**config.mk**
```make
export PLATFORM = sky130hd
export DESIGN_NAME = cmsdk_apb_master_ctrl
export DESIGN_NICKNAME = d
export VERILOG_FILES = /design/src/rtl/cmsdk_apb_master_pkg.sv /design/src/rtl/cmsdk_apb_master_wdog.sv /design/src/rtl/cmsdk_apb_master_ctrl.sv
export SDC_FILE = /design/constraint.sdc
export NUM_CORES = 1
export LEC_CHECK = 0
export CAP_MARGIN = 20
export CORE_MARGIN = 3
export CORE_UTILIZATION = 35
export CTS_BUF_LIST = sky130_fd_sc_hd__clkbuf_4 sky130_fd_sc_hd__clkbuf_8
export DETAILED_ROUTE_END_ITERATION = 10
export PLACE_DENSITY = 0.7
export SLEW_MARGIN = 0
export SYNTH_ARGS = -nofsm -noshare
export SYNTH_HDL_FRONTEND = slang
export SYNTH_SLANG_ARGS = --single-unit
export TNS_END_PERCENT = 100
```
**constraint.sdc**
```tcl
create_clock -name PCLK -period 3 [get_ports PCLK]
set_input_delay 0.6 -clock PCLK [delete_from_list [all_inputs] [get_ports PCLK]]
set_output_delay 0.6 -clock PCLK [all_outputs]
set_load 0.02 [all_outputs]
```
**src/rtl/cmsdk_apb_master_pkg.sv**
```systemverilog
// Shared definitions for the single-outstanding APB3 initiator.
// No logic; state encoding and widths only.
// Imported by the controller top and its wait-state watchdog.
package cmsdk_apb_master_pkg;

    localparam int APB_DATA_W = 32;
    localparam int TMO_CNT_W  = 16;

    localparam logic [1:0] ST_IDLE_ENC   = 2'd0;
    localparam logic [1:0] ST_SETUP_ENC  = 2'd1;
    localparam logic [1:0] ST_ACCESS_ENC = 2'd2;
    localparam logic [1:0] ST_RESP_ENC   = 2'd3;

    typedef enum logic [1:0] {
        IDLE   = ST_IDLE_ENC,
        SETUP  = ST_SETUP_ENC,
        ACCESS = ST_ACCESS_ENC,
        RESP   = ST_RESP_ENC
    } state_t;

endpackage

```
**src/rtl/cmsdk_apb_master_wdog.sv**
```systemverilog
// Wait-state counter and timeout compare for the APB ACCESS phase.
// Latency: expired is combinational from the registered count.
// Backpressure: none; counts while enabled, saturating at all-ones.
module cmsdk_apb_master_wdog
    import cmsdk_apb_master_pkg::*;
(
    input  logic                 PCLK,
    input  logic                 PRESET,
    input  logic                 clear,
    input  logic                 cnt_en,
    input  logic [TMO_CNT_W-1:0] timeout_cycles,
    output logic                 expired
);

    logic [TMO_CNT_W-1:0] cnt;

    // Clear loads 1 so the first ACCESS cycle already reads as wait cycle 1.
    always_ff @(posedge PCLK or posedge PRESET) begin
        if (PRESET) begin
            cnt <= '0;
        end else if (clear) begin
            cnt <= TMO_CNT_W'(1);
        end else if (cnt_en && (cnt != '1)) begin
            cnt <= cnt + TMO_CNT_W'(1);
        end
    end

    assign expired = (timeout_cycles != '0) && (cnt == timeout_cycles);

endmodule

```
**src/rtl/cmsdk_apb_master_ctrl.sv**
```systemverilog
// APB3 initiator: valid/ready command in, one APB transfer, one response out.
// Latency: zero-wait transfer gives rsp_valid 3 cycles after the command handshake.
// Backpressure: single outstanding; req_ready low until the response is consumed.
module cmsdk_apb_master_ctrl
    import cmsdk_apb_master_pkg::*;
#(
    parameter int ADDR_WIDTH     = 12,
    parameter int TIMEOUT_CYCLES = 256
) (
    input  logic                  PCLK,
    input  logic                  PRESET,
    input  logic                  req_valid,
    output logic                  req_ready,
    input  logic [ADDR_WIDTH-1:0] req_addr,
    input  logic                  req_write,
    input  logic [APB_DATA_W-1:0] req_wdata,
    output logic                  rsp_valid,
    input  logic                  rsp_ready,
    output logic [APB_DATA_W-1:0] rsp_rdata,
    output logic                  rsp_err,
    output logic                  rsp_timeout,
    output logic                  busy,
    output logic                  PSEL,
    output logic                  PENABLE,
    output logic [ADDR_WIDTH-1:0] PADDR,
    output logic                  PWRITE,
    output logic [APB_DATA_W-1:0] PWDATA,
    input  logic [APB_DATA_W-1:0] PRDATA,
    input  logic                  PREADY,
    input  logic                  PSLVERR
);

    localparam logic [TMO_CNT_W-1:0] TMO = TMO_CNT_W'(TIMEOUT_CYCLES);

    state_t state, next_state;
    logic   hs_req;
    logic   done;
    logic   abort;
    logic   expired;

    assign req_ready = (state == IDLE);
    assign busy      = (state != IDLE);
    assign hs_req    = req_valid && req_ready;
    assign done      = (state == ACCESS) && PREADY;
    assign abort     = (state == ACCESS) && !PREADY && expired;

    cmsdk_apb_master_wdog u_wdog (
        .PCLK           (PCLK),
        .PRESET         (PRESET),
        .clear          (hs_req),
        .cnt_en         ((state == ACCESS) && !PREADY),
        .timeout_cycles (TMO),
        .expired        (expired)
    );

    always_ff @(posedge PCLK or posedge PRESET) begin
        if (PRESET) begin
            state <= IDLE;
        end else begin
            state <= next_state;
        end
    end

    always_comb begin
        next_state = state;
        case (state)
            IDLE:    if (hs_req)         next_state = SETUP;
            SETUP:                       next_state = ACCESS;
            ACCESS:  if (done || abort)  next_state = RESP;
            RESP:    if (rsp_ready)      next_state = IDLE;
            default:                     next_state = IDLE;
        endcase
    end

    // Strobes are registered from next_state so they line up with the state register.
    always_ff @(posedge PCLK or posedge PRESET) begin
        if (PRESET) begin
            PSEL      <= 1'b0;
            PENABLE   <= 1'b0;
            rsp_valid <= 1'b0;
        end else begin
            PSEL      <= (next_state == SETUP) || (next_state == ACCESS);
            PENABLE   <= (next_state == ACCESS);
            rsp_valid <= (next_state == RESP);
        end
    end

    // Address/data only move at the command handshake, so they never toggle while PSEL is low.
    always_ff @(posedge PCLK or posedge PRESET) begin
        if (PRESET) begin
            PADDR  <= '0;
            PWRITE <= 1'b0;
            PWDATA <= '0;
        end else if (hs_req) begin
            PADDR  <= req_addr & ~ADDR_WIDTH'(3);
            PWRITE <= req_write;
            PWDATA <= req_wdata;
        end
    end

    // Completion wins over abort when PREADY rises on the expiry cycle.
    always_ff @(posedge PCLK or posedge PRESET) begin
        if (PRESET) begin
            rsp_rdata   <= '0;
            rsp_err     <= 1'b0;
            rsp_timeout <= 1'b0;
        end else if (done) begin
            rsp_rdata   <= PWRITE ? '0 : PRDATA;
            rsp_err     <= PSLVERR;
            rsp_timeout <= 1'b0;
        end else if (abort) begin
            rsp_rdata   <= '0;
            rsp_err     <= 1'b1;
            rsp_timeout <= 1'b1;
        end
    end

endmodule
```
==> impl_results.md, run 1 <==
* Worst R2R Setup Slack at 800 ps
* Synth warn at 0
* Crit path kind: in -> reg
* Drt first pass iters at 4
* Synth Cell Area at 0.00400 sq mm
* Mapped Cells at 394
* Inserted Clock Buffers at 9
* Routed WL per cell at between 10 and 15 microns
* H-tree Lvls at 3
* Die width at between 100 and 150 microns
* Ys async rst share at 100%
* RSZ-0062 raised after global routing: no
* Initial antenna violation count at 0
* Pin count of the biggest net entering global routing at 36
* CP startpoint: PREADY
* Overflow after GRT at 0
* Max-Cap Viols at 0
* # Post-CTS Setup Buffers at 0
* Buf+Inv Stages, Crit Path at 1
* Share of cells above drive strength 1 at 6.07%
* WP depth at 5
* Crit path max-delay cell type: or4_4
* First-pass GRT wire length at 16.8 mm
* Worst Setup End Kind: register
* Setup Viol. Count Final at 0
* Crit start category: primary input
* Post_cts resized at 0
* TritonCTS clock tree: built
* TNS Setup at 0 ps
* Cell Pwr Density at 933 mW/mm^2
* Crit Reg-Reg Endpoint: u_wdog.cnt[9]
* Initial drt markers at 159
* Post-CTS Hold Fix Bufs at 0
* Max-slew violations at 0
* NumNets Final at 641
* Die Area at 0.0127 sq mm
* Avg Inst Size Synth at 10.1 sq um
* Critical path's largest stage delay at around 570 ps
* Register area share after synthesis at 61.3%
* Setup WS pre-CTS at roughly 130 ps
* TritonCTS Sinks at slightly below 100
* Period utilization at roughly 83%
* Finished Layout Cells at 700
* Capture point of the worst path: u_wdog.cnt[9]
* LEAKAGE at 2.73 nW
* Tot Pwr at 5.57 mW
* Drt total wl at 10.4 mm
* GRT Resource Usage Total at roughly 16%
* CTS root buf: clkbuf_8
* Worst slew margin at 45.5%
* Layout area overhead at 49.4%
* Most frequent cells in the layout: clkdlybuf4s50_1, nand2_1, dfrtp_1
* Min cycle time layout at around 2500 ps
* Via Count at 3463
* Antenna-violating nets left at 0
* Filler cell count at 962
* Clk_lat worst skew at 370 ps
* DRC at 0
* Final core occ at between 50% and 60%
* Leading cell type in the layout, fill and taps excluded: clkdlybuf4s50_1
* Outcome: complete, no violations
* Final Hold Viols at 0
* Worst path top cell family by delay: simple AND/OR/NAND/NOR gates
* Inst Count DP at 684
* Depth of the worst hold-timing path at 2
* Synth Register Bits at 98
* Number of global-route vias before repair at 3497
* Crit-path cells: clkdlybuf4s50_1 -> or3b_4 -> or4_4 -> or4_1 -> a21oi_1
* Max VDD drop at approximately 410 uV
* EDFF count, synth at 0
* Core footprint at ~0.011 sq mm
* Synth Flop Type: dfrtp_1
* Vias/cell at 4.95
* Ant diodes at 0
* Worst Slack Setup Final at 521 ps
* Rows at 38
* Initial Util at 36.4%
* Clock skew at ~13 ps
* Slew @ Worst Pin at 810 ps
* R2r worst-path depth at 4
* Crit path DAT at 2770 ps
* Fmax at about 400 MHz
* Io pins at 167
* Worst reg2reg path startpoint: state[0]
* Clock Path Buffers at 2
* Final GP Congestion at 0.843
* Worst Hold Class: reg -> reg
* Library cells used by synthesis at 39
* IO buf count at 162
* Worst-path fanout max at 11
* Post-detail-place hpwl at 7.46 mm
* Die Y at 113 microns
* Worst Path Required at 3290 ps
* Clock-pin slew on the worst setup and hold paths at 90 ps
[cell usage after synthesis (all sizes together), types with 5 or more instances]
cell type / number / area, sq um
buf: 6 / 37.5
a21oi: 9 / 45.0
a22o: 32 / 280
nor2: 11 / 41.3
clkbuf: 17 / 63.8
nor4: 5 / 31.3
o21ai: 6 / 30.0
nand4: 5 / 31.3
nand2: 142 / 533
inv: 9 / 33.8
dfrtp: 98 / 2450
nand3: 7 / 35.0
mux2i: 5 / 50.1
[how the worst min path moves through the flow]
stage                        from            end  slack [ps]
finish                 PWDATA[22]     PWDATA[22]         480
global route            PWDATA[4]      PWDATA[4]         510
floorplan           u_wdog.cnt[0]  u_wdog.cnt[0]         490
CTS                      PADDR[3]       PADDR[3]         480
detailed placement       PADDR[3]       PADDR[3]         460
global placement       PWDATA[10]     PWDATA[10]         460
[metrics by stage]
stage	cell area [sq um]	hold WS, ps
after floorplan	4010	494
after global placement	5800	457
after detailed placement	5800	462
after CTS	5980	484
after global routing	5980	508
final	5980	480
[routing by layer]
metal | GRT usage, % | vias up | routed length (microns)
li1 | - | 1650 | -
met1 | 20.4 | 1673 | 4490
met2 | 25.6 | 125 | 4870
met3 | 6.84 | 15 | 901
met4 | 5.37 | 0 | 168
met5 | 0 | - | 0
[cell type report]
cell class / instances / area [sq um] / share of cell area (%)
repair buffers: 172 / 1710 / 28.6
flip-flops and latches: 98 / 2450 / 41.0
well taps: 140 / 175 / 2.93
clock buffers: 11 / 139 / 2.32
multi-input cells: 265 / 1420 / 23.8
inverters: 9 / 37.5 / 0.628
clock inverters: 5 / 40.0 / 0.670
[logic make-up after synthesis]
kind of cell / count (synthesis) / synth area share (%)
flops: 98 / 61.3
mux: 6 / 1.53
compound gates: 60 / 11.6
simple gates: 194 / 21.1
fa+ha+maj: 3 / 0.939
buf+inv: 32 / 3.38
other cells: 1 / 0.0938
[sequential cells by signal, summed over array words and instances (netlist names), 2 cells and up]
register,cells
state,2
rsp_rdata,32
PADDR,10
PWDATA,32
u_wdog.cnt,16
[worst register-to-register path, cell delays in order (launching register included)]
cell	delay [ps]
dfrtp_1	440
or3b_4	440
or4_4	570
or4_1	530
a21oi_1	150
[report_power, final]
| group | total (mW) | switching (mW) | leakage, nW | internal, mW |
|---|---|---|---|---|
| Sequential | 2.13 | 0.296 | 1.25 | 1.83 |
| Combinational | 2.65 | 1.37 | 1.39 | 1.29 |
| Clock | 0.797 | 0.471 | 0.0883 | 0.326 |
| Total | 5.57 | 2.13 | 2.73 | 3.44 |
Note: power is estimated with default switching activity, not from simulation.
==> run 2, diff against run 1 <==
==> constraint.sdc (replaced) <==
create_clock -name PCLK -period 2.01 [get_ports PCLK]
set_input_delay 0.402 -clock PCLK [delete_from_list [all_inputs] [get_ports PCLK]]
set_output_delay 0.402 -clock PCLK [all_outputs]
set_load 0.02 [all_outputs]
==> run 2 against run 1 <==
Compared with the run above:
- combinational power is 57% higher
- first-iteration DRC count up 36%
- wire length is 3.9% higher
- power increased by 55%
- critical path type is now reg -> reg
- critical endpoint unchanged
- largest power group unchanged
==> impl_results.md, run 2 (synthesized netlist as in run 1, its figures left out) <==
* Outcome: complete, no violations
* Min cycle time layout at 1980 ps
* Worst hold start: PADDR[9]
* Crit Reg-Reg Endpoint: u_wdog.cnt[9]
* Io pins at 167 (unchanged)
* GRT Resource Usage Total at 17.5% (+1.2 points)
* Initial Util at 36.4% (unchanged)
* Clock Path Buffers at 2 (unchanged)
* NumNets Final at 661 (+3.1%)
* DRC at 0 (unchanged)
* Routed WL per cell at 15.0 microns (+0.97%)
* Hold worst-path end: PADDR[9]
* Clock skew at 22.8 ps (+10.1 ps)
* Leading cell type in the layout, fill and taps excluded: clkdlybuf4s50_1
* R2r worst-path depth at 4 (unchanged)
* Post-CTS Hold Fix Bufs at 0 (unchanged)
* Crit path max-delay cell type: or4_1
* Clk_lat worst skew at 370 ps (about the same)
* RSZ-0062 raised after global routing: yes
* Vias/cell at 4.89 (-1.1%)
* Worst reg2reg path startpoint: state[0]
* Setup WS pre-CTS at -474 ps (-601 ps)
* Worst-path fanout max at 6 (-5)
* Worst R2R Setup Slack at 30 ps (-770 ps)
* Core footprint at 0.0110 sq mm (unchanged)
* Max VDD drop at 689 uV (+66%)
* Final Cell Area at 0.00622 sq mm (+4.1%)
* Max-Cap Viols at 0 (unchanged)
* Die width at 113 microns (unchanged)
* Worst Path Required at 2290 ps (-1000 ps)
* Worst Setup End Kind: register
* IO buf count at 162 (unchanged)
* Fmax at 506 MHz
* Filler cell count at 946 (-1.7%)
* Buf+Inv Stages, Crit Path at 0 (-1)
* Antenna-violating nets left at 0 (unchanged)
* Crit path kind: reg -> reg
* Crit path DAT at 2260 ps (-510 ps)
* Slew @ Worst Pin at 537 ps (-273 ps)
* TritonCTS clock tree: built
* CTS root buf: clkbuf_8
* Sw Ratio at 37.9% (-0.31 points)
* Cell Pwr Density at 1390 mW/mm^2 (+49%)
* Post-detail-place hpwl at 7.92 mm (+6.1%)
* Depth of the worst hold-timing path at 2 (unchanged)
* Die Area at 0.0127 sq mm (unchanged)
* Clk pwr share at 15.6% (+1.3 points)
* Max-slew violations at 0 (unchanged)
* Worst Slack Setup Final at 32.6 ps (-488 ps)
* DP Area at 0.00594 sq mm (+2.5%)
* Overflow after GRT at 0 (unchanged)
* Pin count of the biggest net entering global routing at 99 (+180%)
* Ant diodes at 0 (unchanged)
* Worst slew margin at 64.2% (+19 points)
* Sw power at 3.28 mW (+54%)
* H-tree Lvls at 3 (unchanged)
* Inserted Clock Buffers at 9 (unchanged)
* TNS Setup at 0 ps (unchanged)
* Share of total power in sequential cells at 36.4% (-1.7 points)
* Via Count at 3521 (+1.7%)
* CP startpoint: state[0]
* Final GP Congestion at 0.828 (-1.8%)
* Crit-path cells: or3b_4 -> or4_4 -> or4_1 -> a21oi_1
* TritonCTS Sinks at 98 (unchanged)
* Initial antenna violation count at 0 (unchanged)
* Layout area overhead at 55.5%
* First-pass GRT wire length at 18.2 mm (+8.1%)
* Final Hold Viols at 0 (unchanged)
* Number of global-route vias before repair at 3648 (+4.3%)
* Worst path top cell family by delay: simple AND/OR/NAND/NOR gates
* Most frequent cells in the layout: clkdlybuf4s50_1, nand2_1, dfrtp_1
* Die Y at 113 microns (unchanged)
* Drt total wl at 10.8 mm (+3.9%)
* Top Registers: PWDATA x32, rsp_rdata x32, u_wdog.cnt x16
* Share of cells above drive strength 1 at 10.5% (+4.4 points)
* Rows at 38 (unchanged)
* Worst Hold Class: reg -> reg
* Clock-pin slew on the worst setup and hold paths at 100 ps (about the same)
* Register area at 0.00245 sq mm (unchanged)
* Tot Pwr at 8.66 mW (+55%)
* Initial drt markers at 216 (+36%)
* LEAKAGE at 2.86 nW (+4.7%)
* Setup Viol. Count Final at 0 (unchanged)
* Crit start category: register
* Internal power at 5.37 mW (+56%)
* Combinational share of power at 47.9% (+0.3 points)
* Multi-input gate area in the final layout at 0.00146 sq mm (+2.3%)
* Critical path's largest stage delay at 490 ps (-80 ps)
* Drt first pass iters at 4 (unchanged)
* Final core occ at 56.6% (+2.2 points)
* Period utilization at 98.4%
==> run 2: changes by cell type in the layout (fill, tap and decap cells not counted), sizes merged <==
cell / previous run / this run
buf: 10 / 30
dlygate4sd2: 0 / 3
clkbuf: 11 / 9
clkdlybuf4s50: 162 / 159
inv: 9 / 11
clkinvlp: 3 / 2
bufinv: 0 / 1
==> run 2: through the flow <==
stage,instances,hold slack (ps)
final,720,482
after global routing,720,511
after CTS,720,486
after detailed placement,700,461
after global placement,700,458
after floorplan,395,494
==> run 2: layout make-up <==
class | instances | share of cell area, %
Clock buffer | 9 | 1.99
Clock inverter | 7 | 1.47
Inverter | 9 | 0.603
Multi-Input combinational cell | 265 | 23.4
Sequential cell | 98 | 39.4
Tap cell | 140 | 2.82
Timing Repair Buffer | 192 | 30.3
==> run 2: layer usage <==
layer | global-route usage (%) | wire length, microns | part of all wire [%] | vias to the layer above
met4 | 3.37 | 74 | 0.68 | 0
met2 | 28.8 | 5350 | 49 | 124
met3 | 6.15 | 899 | 8.3 | 8
met1 | 22.7 | 4500 | 42 | 1691
li1 | - | - | - | 1698
met5 | 0 | 0 | 0 | -
==> run 2: how the worst max path moves through the flow <==
stage,end,cells past startpoint
after floorplan,u_wdog.cnt[11],5
after global placement,u_wdog.cnt[9],5
after detailed placement,u_wdog.cnt[9],5
after CTS,u_wdog.cnt[9],4
after global routing,u_wdog.cnt[9],4
final,u_wdog.cnt[9],4
==> run 2: power groups by stage <==
stage | Clock (mW) | Combinational (mW) | Sequential (mW)
floorplan | 0 | 1.16 | 4.02
global placement | 0 | 4.10 | 3.16
detailed placement | 0 | 4.17 | 3.19
CTS | 1.39 | 4.21 | 3.16
global route | 1.47 | 4.49 | 3.27
finish | 1.35 | 4.15 | 3.15
==> run 2: repair_timing <==
item                                    CTS  global route
endpoints found under the hold margin     0             0
pin swaps                                 8             3
buffers inserted                          4             0
resized for setup                         8             6
endpoints found under the setup margin    5             7
==> run 2: worst reg2reg max path, cell delays in order (launching register included) <==
cell	delay [ps]
dfrtp_1	390
or3b_4	410
or4_4	470
or4_1	490
a21oi_1	150
